===== config.mk =====
export PLATFORM = sky130hd
export DESIGN_NAME = tristate_bus_reader
export DESIGN_NICKNAME = d
export VERILOG_FILES = /design/src/rtl/tristate_bus_reader_pkg.sv /design/src/rtl/tristate_bus_reader_settle_counter.sv /design/src/rtl/tristate_bus_reader.sv
export SDC_FILE = /design/constraint.sdc
export NUM_CORES = 1
export LEC_CHECK = 0
export ABC_CLOCK_PERIOD_IN_PS = 4000
export CORE_MARGIN = 4
export CORE_UTILIZATION = 49
export DETAILED_ROUTE_END_ITERATION = 12
export PLACE_DENSITY = 0.88
export SYNTH_ARGS = -nofsm -noshare
export SYNTH_HDL_FRONTEND = slang
export SYNTH_SLANG_ARGS = --single-unit

===== constraint.sdc =====
create_clock -name Clock -period 4 [get_ports Clock]
set_clock_uncertainty 0.05 [all_clocks]
set_input_delay 0.6 -clock Clock [delete_from_list [all_inputs] [get_ports Clock]]
set_output_delay 0.6 -clock Clock [all_outputs]
set_load 0.01 [all_outputs]

===== src/rtl/tristate_bus_reader_pkg.sv =====
// Shared state encoding, counter width and sizing helper for the tristate bus reader.
// Pure declarations: no logic, no latency, no backpressure.
package tristate_bus_reader_pkg;

  typedef enum logic [1:0] {
    S_IDLE    = 2'd0,
    S_SELECT  = 2'd1,
    S_CAPTURE = 2'd2,
    S_HOLD    = 2'd3
  } state_t;

  localparam int CntBits = 4;

  function automatic int clog2(input int value);
    int result;
    result = 0;
    while ((1 << result) < value) result++;
    return result;
  endfunction

endpackage


===== src/rtl/tristate_bus_reader_settle_counter.sv =====
// Tick-enabled settle down-counter; done flags the last Tick of the settle window.
// Load wins over decrement; counter parks at zero once expired.
module bus_settle_counter
  import tristate_bus_reader_pkg::*;
(
  input  logic               Clock,
  input  logic               Reset,
  input  logic               Tick,
  input  logic               load,
  input  logic [CntBits-1:0] load_val,
  output logic               done
);

  logic [CntBits-1:0] cnt;

  always_ff @(posedge Clock) begin
    if (Reset) begin
      cnt <= '0;
    end else if (load) begin
      cnt <= load_val;
    end else if (Tick && (cnt != '0)) begin
      cnt <= cnt - CntBits'(1);
    end
  end

  assign done = (cnt == CntBits'(1)) && Tick;

endmodule


===== src/rtl/tristate_bus_reader.sv =====
// Selects one tristate register, waits SettleCycles Ticks, captures the bus; valid at accept+SettleCycles+1.
// Result held in HOLD until rd_ready (no Tick needed); requests while busy are dropped.
module tristate_bus_reader
  import tristate_bus_reader_pkg::*;
#(
  parameter int NrOfBits     = 8,
  parameter int NrOfRegs     = 4,
  parameter int AddrBits     = 2,
  parameter int SettleCycles = 1
) (
  input  logic                Clock,
  input  logic                Reset,
  input  logic                Tick,
  input  logic                rd_req,
  input  logic [AddrBits-1:0] rd_addr,
  output logic                rd_busy,
  output logic [NrOfRegs-1:0] cs,
  input  logic [NrOfBits-1:0] bus,
  output logic [NrOfBits-1:0] rd_data,
  output logic                rd_valid,
  input  logic                rd_ready,
  output logic                rd_err
);

  state_t              state, state_nxt;
  logic [AddrBits-1:0] addr_q;
  logic [AddrBits-1:0] sel_addr;
  logic [NrOfRegs-1:0] cs_nxt;
  logic                addr_ok;
  logic                cnt_load;
  logic                cnt_done;

  assign addr_ok = (32'(rd_addr) < NrOfRegs);
  assign rd_busy = (state != S_IDLE);

  bus_settle_counter u_settle (
    .Clock    (Clock),
    .Reset    (Reset),
    .Tick     (Tick),
    .load     (cnt_load),
    .load_val (CntBits'(SettleCycles)),
    .done     (cnt_done)
  );

  always_comb begin
    state_nxt = state;
    cnt_load  = 1'b0;
    case (state)
      S_IDLE: begin
        if (Tick && rd_req && addr_ok) begin
          state_nxt = S_SELECT;
          cnt_load  = 1'b1;
        end
      end
      S_SELECT:  if (cnt_done) state_nxt = S_CAPTURE;
      S_CAPTURE: if (Tick)     state_nxt = S_HOLD;
      S_HOLD:    if (rd_ready) state_nxt = S_IDLE;
      default:   state_nxt = S_IDLE;
    endcase
  end

  // Select decode is computed from the next state so at most one cs bit can ever be low.
  always_comb begin
    sel_addr = (state == S_IDLE) ? rd_addr : addr_q;
    cs_nxt   = '1;
    if ((state_nxt == S_SELECT) || (state_nxt == S_CAPTURE)) begin
      for (int i = 0; i < NrOfRegs; i++) begin
        cs_nxt[i] = (32'(sel_addr) != i);
      end
    end
  end

  always_ff @(posedge Clock) begin
    if (Reset) begin
      state    <= S_IDLE;
      addr_q   <= '0;
      cs       <= '1;
      rd_data  <= '0;
      rd_valid <= 1'b0;
      rd_err   <= 1'b0;
    end else begin
      state  <= state_nxt;
      cs     <= cs_nxt;
      rd_err <= (state == S_IDLE) && Tick && rd_req && !addr_ok;
      if (cnt_load) begin
        addr_q <= rd_addr;
      end
      if ((state == S_CAPTURE) && Tick) begin
        rd_data  <= bus;
        rd_valid <= 1'b1;
      end else if ((state == S_HOLD) && rd_ready) begin
        rd_valid <= 1'b0;
      end
    end
  end

endmodule


==> Yosys cells after proc, flatten, opt, wreduce, memory -nomap -nowiden <==
Index checks and enable logic that the tools add are counted.
{ "op_classes": {"bitwise_logic": 1, "eq_ne": 9, "n_mux": 12, "reduce_logical": 14, "n_addsub": 1} }
{ "op_table": {"columns": ["operator", "count"], "rows": [
  ["$mux W2", 5],
  ["$pmux W2 S4", 1],
  ["$reduce_bool A2 Y1", 4],
  ["$eq A2 B2 Y1 const B", 3],
  ["$mux W1", 6],
  ["$logic_and A1 B1 Y1", 5],
  ["$eq A2 B1 Y1 const B", 2],
  ["$eq A4 B1 Y1 const B", 1],
  ["$ne A2 B2 Y1 const B", 2],
  ["$reduce_bool A4 Y1", 1],
  ["$reduce_or A2 Y1", 2],
  ["$sub A4 B1 Y4 const B", 1],
  ["$logic_not A2 Y1", 1],
  ["$ne A2 B1 Y1 const B", 1],
  ["$logic_or A1 B1 Y1", 1],
  ["$not A1 Y1", 1]
]} }
{ "totals": {"in_bits": 15, "ff_bits": 21, "output_inout_bits": 15} }

==> Longest topological paths before layout <==
{ "logic_depth": {"word_depth": 8, "mapped_depth": 5} }

==> Cells and area by module <==
From an unflattened synthesis, not the netlist that was laid out.
{ "unflattened": {"hier_cells": 105, "area_unflattened_um2": 983.4} }
{ "by_module_without_submodules": {"columns": ["mod", "instances", "seq_area_each_um2", "cells_per_inst", "area_each_um2"], "rows": [
  ["tristate_bus_reader", 1, 340.3, 75, 719.4],
  ["bus_settle_counter", 1, 80.1, 30, 264.0]
]} }

==> Least setup slack after synthesis <==
OpenSTA, ideal clock, no wires.
{ "synth_path": {"kind": "flip-flop to flip-flop", "from": "register u_settle.cnt[0]", "to": "register u_settle.cnt[0]", "required_time_ns": 3.871, "stages_incl_launch_ff": 6, "t_arrival_ns": 1.326, "slack_ns": 2.545, "setup_ns": 0.079, "cell_sequence": "dfxtp_1 -> inv_1 -> ha_1 -> or3b_4 -> nor4b_4 -> a211oi_2"} }
{ "synth_between": {"elab_chain_len": 3} }
{ "synth_lines": {"columns": ["item", "line", "rtl"], "rows": [
  ["start, declared", "tristate_bus_reader_settle_counter.sv:14", "logic [CntBits-1:0] cnt;"],
  ["start signal, assigned", "tristate_bus_reader_settle_counter.sv:20", "cnt <= load_val;"],
  ["start signal, assigned", "tristate_bus_reader_settle_counter.sv:22", "cnt <= cnt - CntBits'(1);"],
  ["$sub A4 B1 Y4 / $reduce_bool A4 Y1 (equally long branches)", "tristate_bus_reader_settle_counter.sv:22, tristate_bus_reader_settle_counter.sv:21", null],
  ["$mux W1 / $logic_and A1 B1 Y1 (equally long branches)", "tristate_bus_reader_settle_counter.sv:21", "end else if (Tick && (cnt != '0)) begin"],
  ["$mux W1 / $reduce_bool A2 Y1 (equally long branches)", null, null]
]} }
Several ways; a longest one is shown, not always the timed one. The select of a mux whose other input is x is not followed.
A chain may end at the register's enable or synchronous reset.

==> Worst setup path in the final report <==
{ "layout_path": {"from": "register state[1]", "to": "output port rd_busy"} }
{ "layout_between": {"elab_chain_len": 1} }
{ "layout_lines": {"columns": ["item", "line", "rtl"], "rows": [
  ["start, declared", "tristate_bus_reader.sv:25", "state_t state, state_nxt;"],
  ["start signal, assigned", "tristate_bus_reader.sv:82", "state <= state_nxt;"],
  ["$reduce_bool A2 Y1", "tristate_bus_reader.sv:34", "assign rd_busy = (state != S_IDLE);"],
  ["end, declared", "tristate_bus_reader.sv:16", "output logic rd_busy,"]
]} }
No other way between the ends.

==> results.py <==
metrics = {
    "pwr": {
        "ir_worst_vdd_uv": 199,
        "seqPwrFrac_pct": 55.1,
        "powerDensity_nw_per_um2": 319,
        "p_sw_mw": 0.112,
        "power.leakage_nw": 0.449,
        "pwr-share-comb_pct": 20.6,
        "switching_share_pct": 27.1,
        "p_int_mw": 0.302,
        "clkPwrFrac_pct": 24.3,
    },
    "timing": {
        "slew_headroom_pct": 47.6,
        "rsz0062_at_grt": "false",
        "max_freq_mhz": 385,
        "worstMarginPinSlew_ps": 785,
        "period_minus_slack_ps": 2590,
        "maxSlewViolCount": 0,
        "setup_violations": 0,
        "setup_ws_ps": 1410,
        "tns_ps": 0,
        "hold_violations": 0,
        "fin_crit_sh_pct": 64.9,
    },
    "synth": {
        "avgSynthCellArea_um2": 8.99,
        "ys_types": 35,
        "synth_area_um2": 1010,
        "syn_nets": 129,
        "synthAdderAreaFrac_pct": 2.48,
        "ys_seq_area_share_pct": 41.7,
        "synth.mux.area_fraction_pct": 1.99,
        "yosys_warnings": 0,
        "ys_seq_elements": 21,
        "synth_xor_area_share_pct": 0,
        "synth_compound_area_share_pct": 18.0,
        "syn_inst": 112,
        "synth_top_family_by_area": "simple AND/OR/NAND/NOR gates",
        "synthSimpleGateAreaFrac_pct": 28.2,
    },
    "route": {
        "wl_per_cell_um": 13.4,
        "drt_iter0_drc": 10,
        "drt-total-wl_mm": 2.19,
        "drc_errors": 0,
        "dr.pass1.iters": 4,
        "antenna_left": 0,
        "vias": 878,
        "vias_per_cell": 5.35,
    },
    "cts": {
        "clock_sinks": 21,
        "cts_tree": "built",
        "clk_path_buf_depth": 2,
        "clkLatencyLatePin_ps": 300,
        "clockRootBuffer": "clkbuf_4",
        "cts-buffers-inserted": 3,
        "cts-resized-gates": 0,
        "htree_levels": 1,
        "cts_setup_buffers": 0,
        "clkTransAtPathRegs_ps": 120,
        "ctsHoldBuffers": 0,
    },
    "final_layout": {
        "antenna_cells": 0,
        "layout-drive-gt1-share_pct": 8.03,
        "layout_common_cells": "clkdlybuf4s50_1, dfxtp_1, nand2_1",
        "syn2layout_area_growth_pct": 28.8,
        "mostFrequentLayoutCell": "clkdlybuf4s50_1",
        "fill_cells": 184,
        "fin_nets": 155,
    },
    "grt": {
        "grt_pass1_wl_mm": 3.53,
        "grt_overflow_total": 0,
        "grt_max_degree": 20,
        "antenna_found_initial": 0,
        "grt_pass1_vias": 850,
        "grt_use_total_pct": 16.7,
    },
    "place": {
        "port_buffers": 28,
        "dp_hpwl_mm": 1.64,
        "pre_cts_ws_ps": 1610,
        "place_congestion": 0.774,
    },
    "floorplanning": {
        "start_util_pct": 51.3,
        "die_w_um": 53.3,
        "pin_count": 30,
        "coreArea_um2": 1960,
        "die_area_um2": 2850,
        "rows": 16,
        "fp.dieH_um": 53.3,
    },
    "outcome": {
        "outcome": "complete, no violations",
    },
    "hold_path": {
        "hold_path_class": "reg2reg",
    },
    "setup_path": {
        "worstSetupPathType": "reg2out",
        "endpoint_kind": "output pin",
        "arrival_ps": 1940,
        "worstSetupStartpointType": "flip-flop",
        "cp_max_fo": 19,
        "worstPathRequired_ps": 3350,
    },
    "run": {
        "maxCapViolCount": 0,
    },
}
[path summary, 6_finish.rpt]
path / end / start / cells after the start / slack, ps
min: rd_data[3] / rd_data[3] / 2 / 410
max: rd_busy / state[1] / 3 / 1410
max reg2reg: rd_data[0] / state[1] / 3 / 2310
min reg2reg: rd_data[3] / rd_data[3] / 2 / 410
[cells in the mapped netlist (all sizes together)]
cell	n	share of area [%]
a211oi	2	2.5
a21o	1	0.75
a21oi	12	6.0
a2bb2oi	1	0.87
a311o	1	0.99
a311oi	2	1.7
a31oi	1	0.62
a41oi	1	0.87
and3	2	1.2
buf	5	4.2
clkbuf	2	0.75
conb	1	0.37
dfxtp	21	42
ha	2	2.5
inv	6	2.2
mux2i	2	2.0
nand2	13	4.8
nand3	9	4.5
nand3b	1	0.75
nand4	1	0.62
nor2	5	2.6
nor2b	3	1.9
nor3	2	0.99
nor3b	5	4.2
nor4b	1	2.4
nor4bb	1	2.5
o21a	1	0.75
o21ai	6	3.0
or2	1	0.62
or3b	1	1.1
[power by group through the flow]
stage	Combinational, mW	Clock (mW)	Sequential (mW)
2_1_floorplan	0.0590	0	0.229
3_3_place_gp	0.0823	0	0.232
5_1_grt	0.0942	0.110	0.230
6_report	0.0852	0.101	0.228
4_1_cts	0.0857	0.101	0.228
3_5_place_dp	0.0855	0	0.233
[per-stage QoR]
step | cell area [um2] | power (mW) | util, % | std cells | hold slack [ps]
3_5_place_dp | 1270 | 0.318 | 64.8 | 160 | 398
3_3_place_gp | 1270 | 0.314 | 64.8 | 160 | 393
2_1_floorplan | 1010 | 0.288 | - | 112 | 399
6_report | 1300 | 0.414 | 66.1 | 164 | 413
4_1_cts | 1300 | 0.415 | 66.1 | 164 | 414
5_1_grt | 1300 | 0.434 | 66.1 | 164 | 436
[flip-flops by register name, indices dropped and copies added (netlist names)]
name and count:
rd_data 8, cs 4, u_settle.cnt 4, addr_q 2, state 2, rd_valid 1
[layer usage]
| layer | share of wire (%) | track usage [%] | up-vias |
|---|---|---|---|
| li1 | - | - | 441 |
| met1 | 43 | 19.9 | 417 |
| met2 | 51 | 28.6 | 16 |
| met3 | 3.5 | 2.25 | 4 |
| met4 | 2.0 | 8.51 | 0 |
| met5 | 0 | 0 | - |
[area by class of cell]
class,instances,area [um2],area share [%]
multi-input combinational,78,514,39.6
sequential,21,420,32.4
timing repair buffer,28,280,21.6
tap,27,33.8,2.60
clock buffer,4,26.3,2.03
inverter,6,22.5,1.74
[worst max-delay path, stage by stage (launching register included)]
cell             delay [ps]
dfxtp_1                 850
nor2_4                  130
inv_2                   120
clkdlybuf4s50_1         540
[cell families after synthesis]
family | count (synthesis)
buffers and inverters | 13
adders and majority gates | 2
muxes | 2
and+or+nand+nor | 45
DFF | 21
other | 1
AOI/OAI and AO/OA | 28
Note: power is estimated with default switching activity, not from simulation.
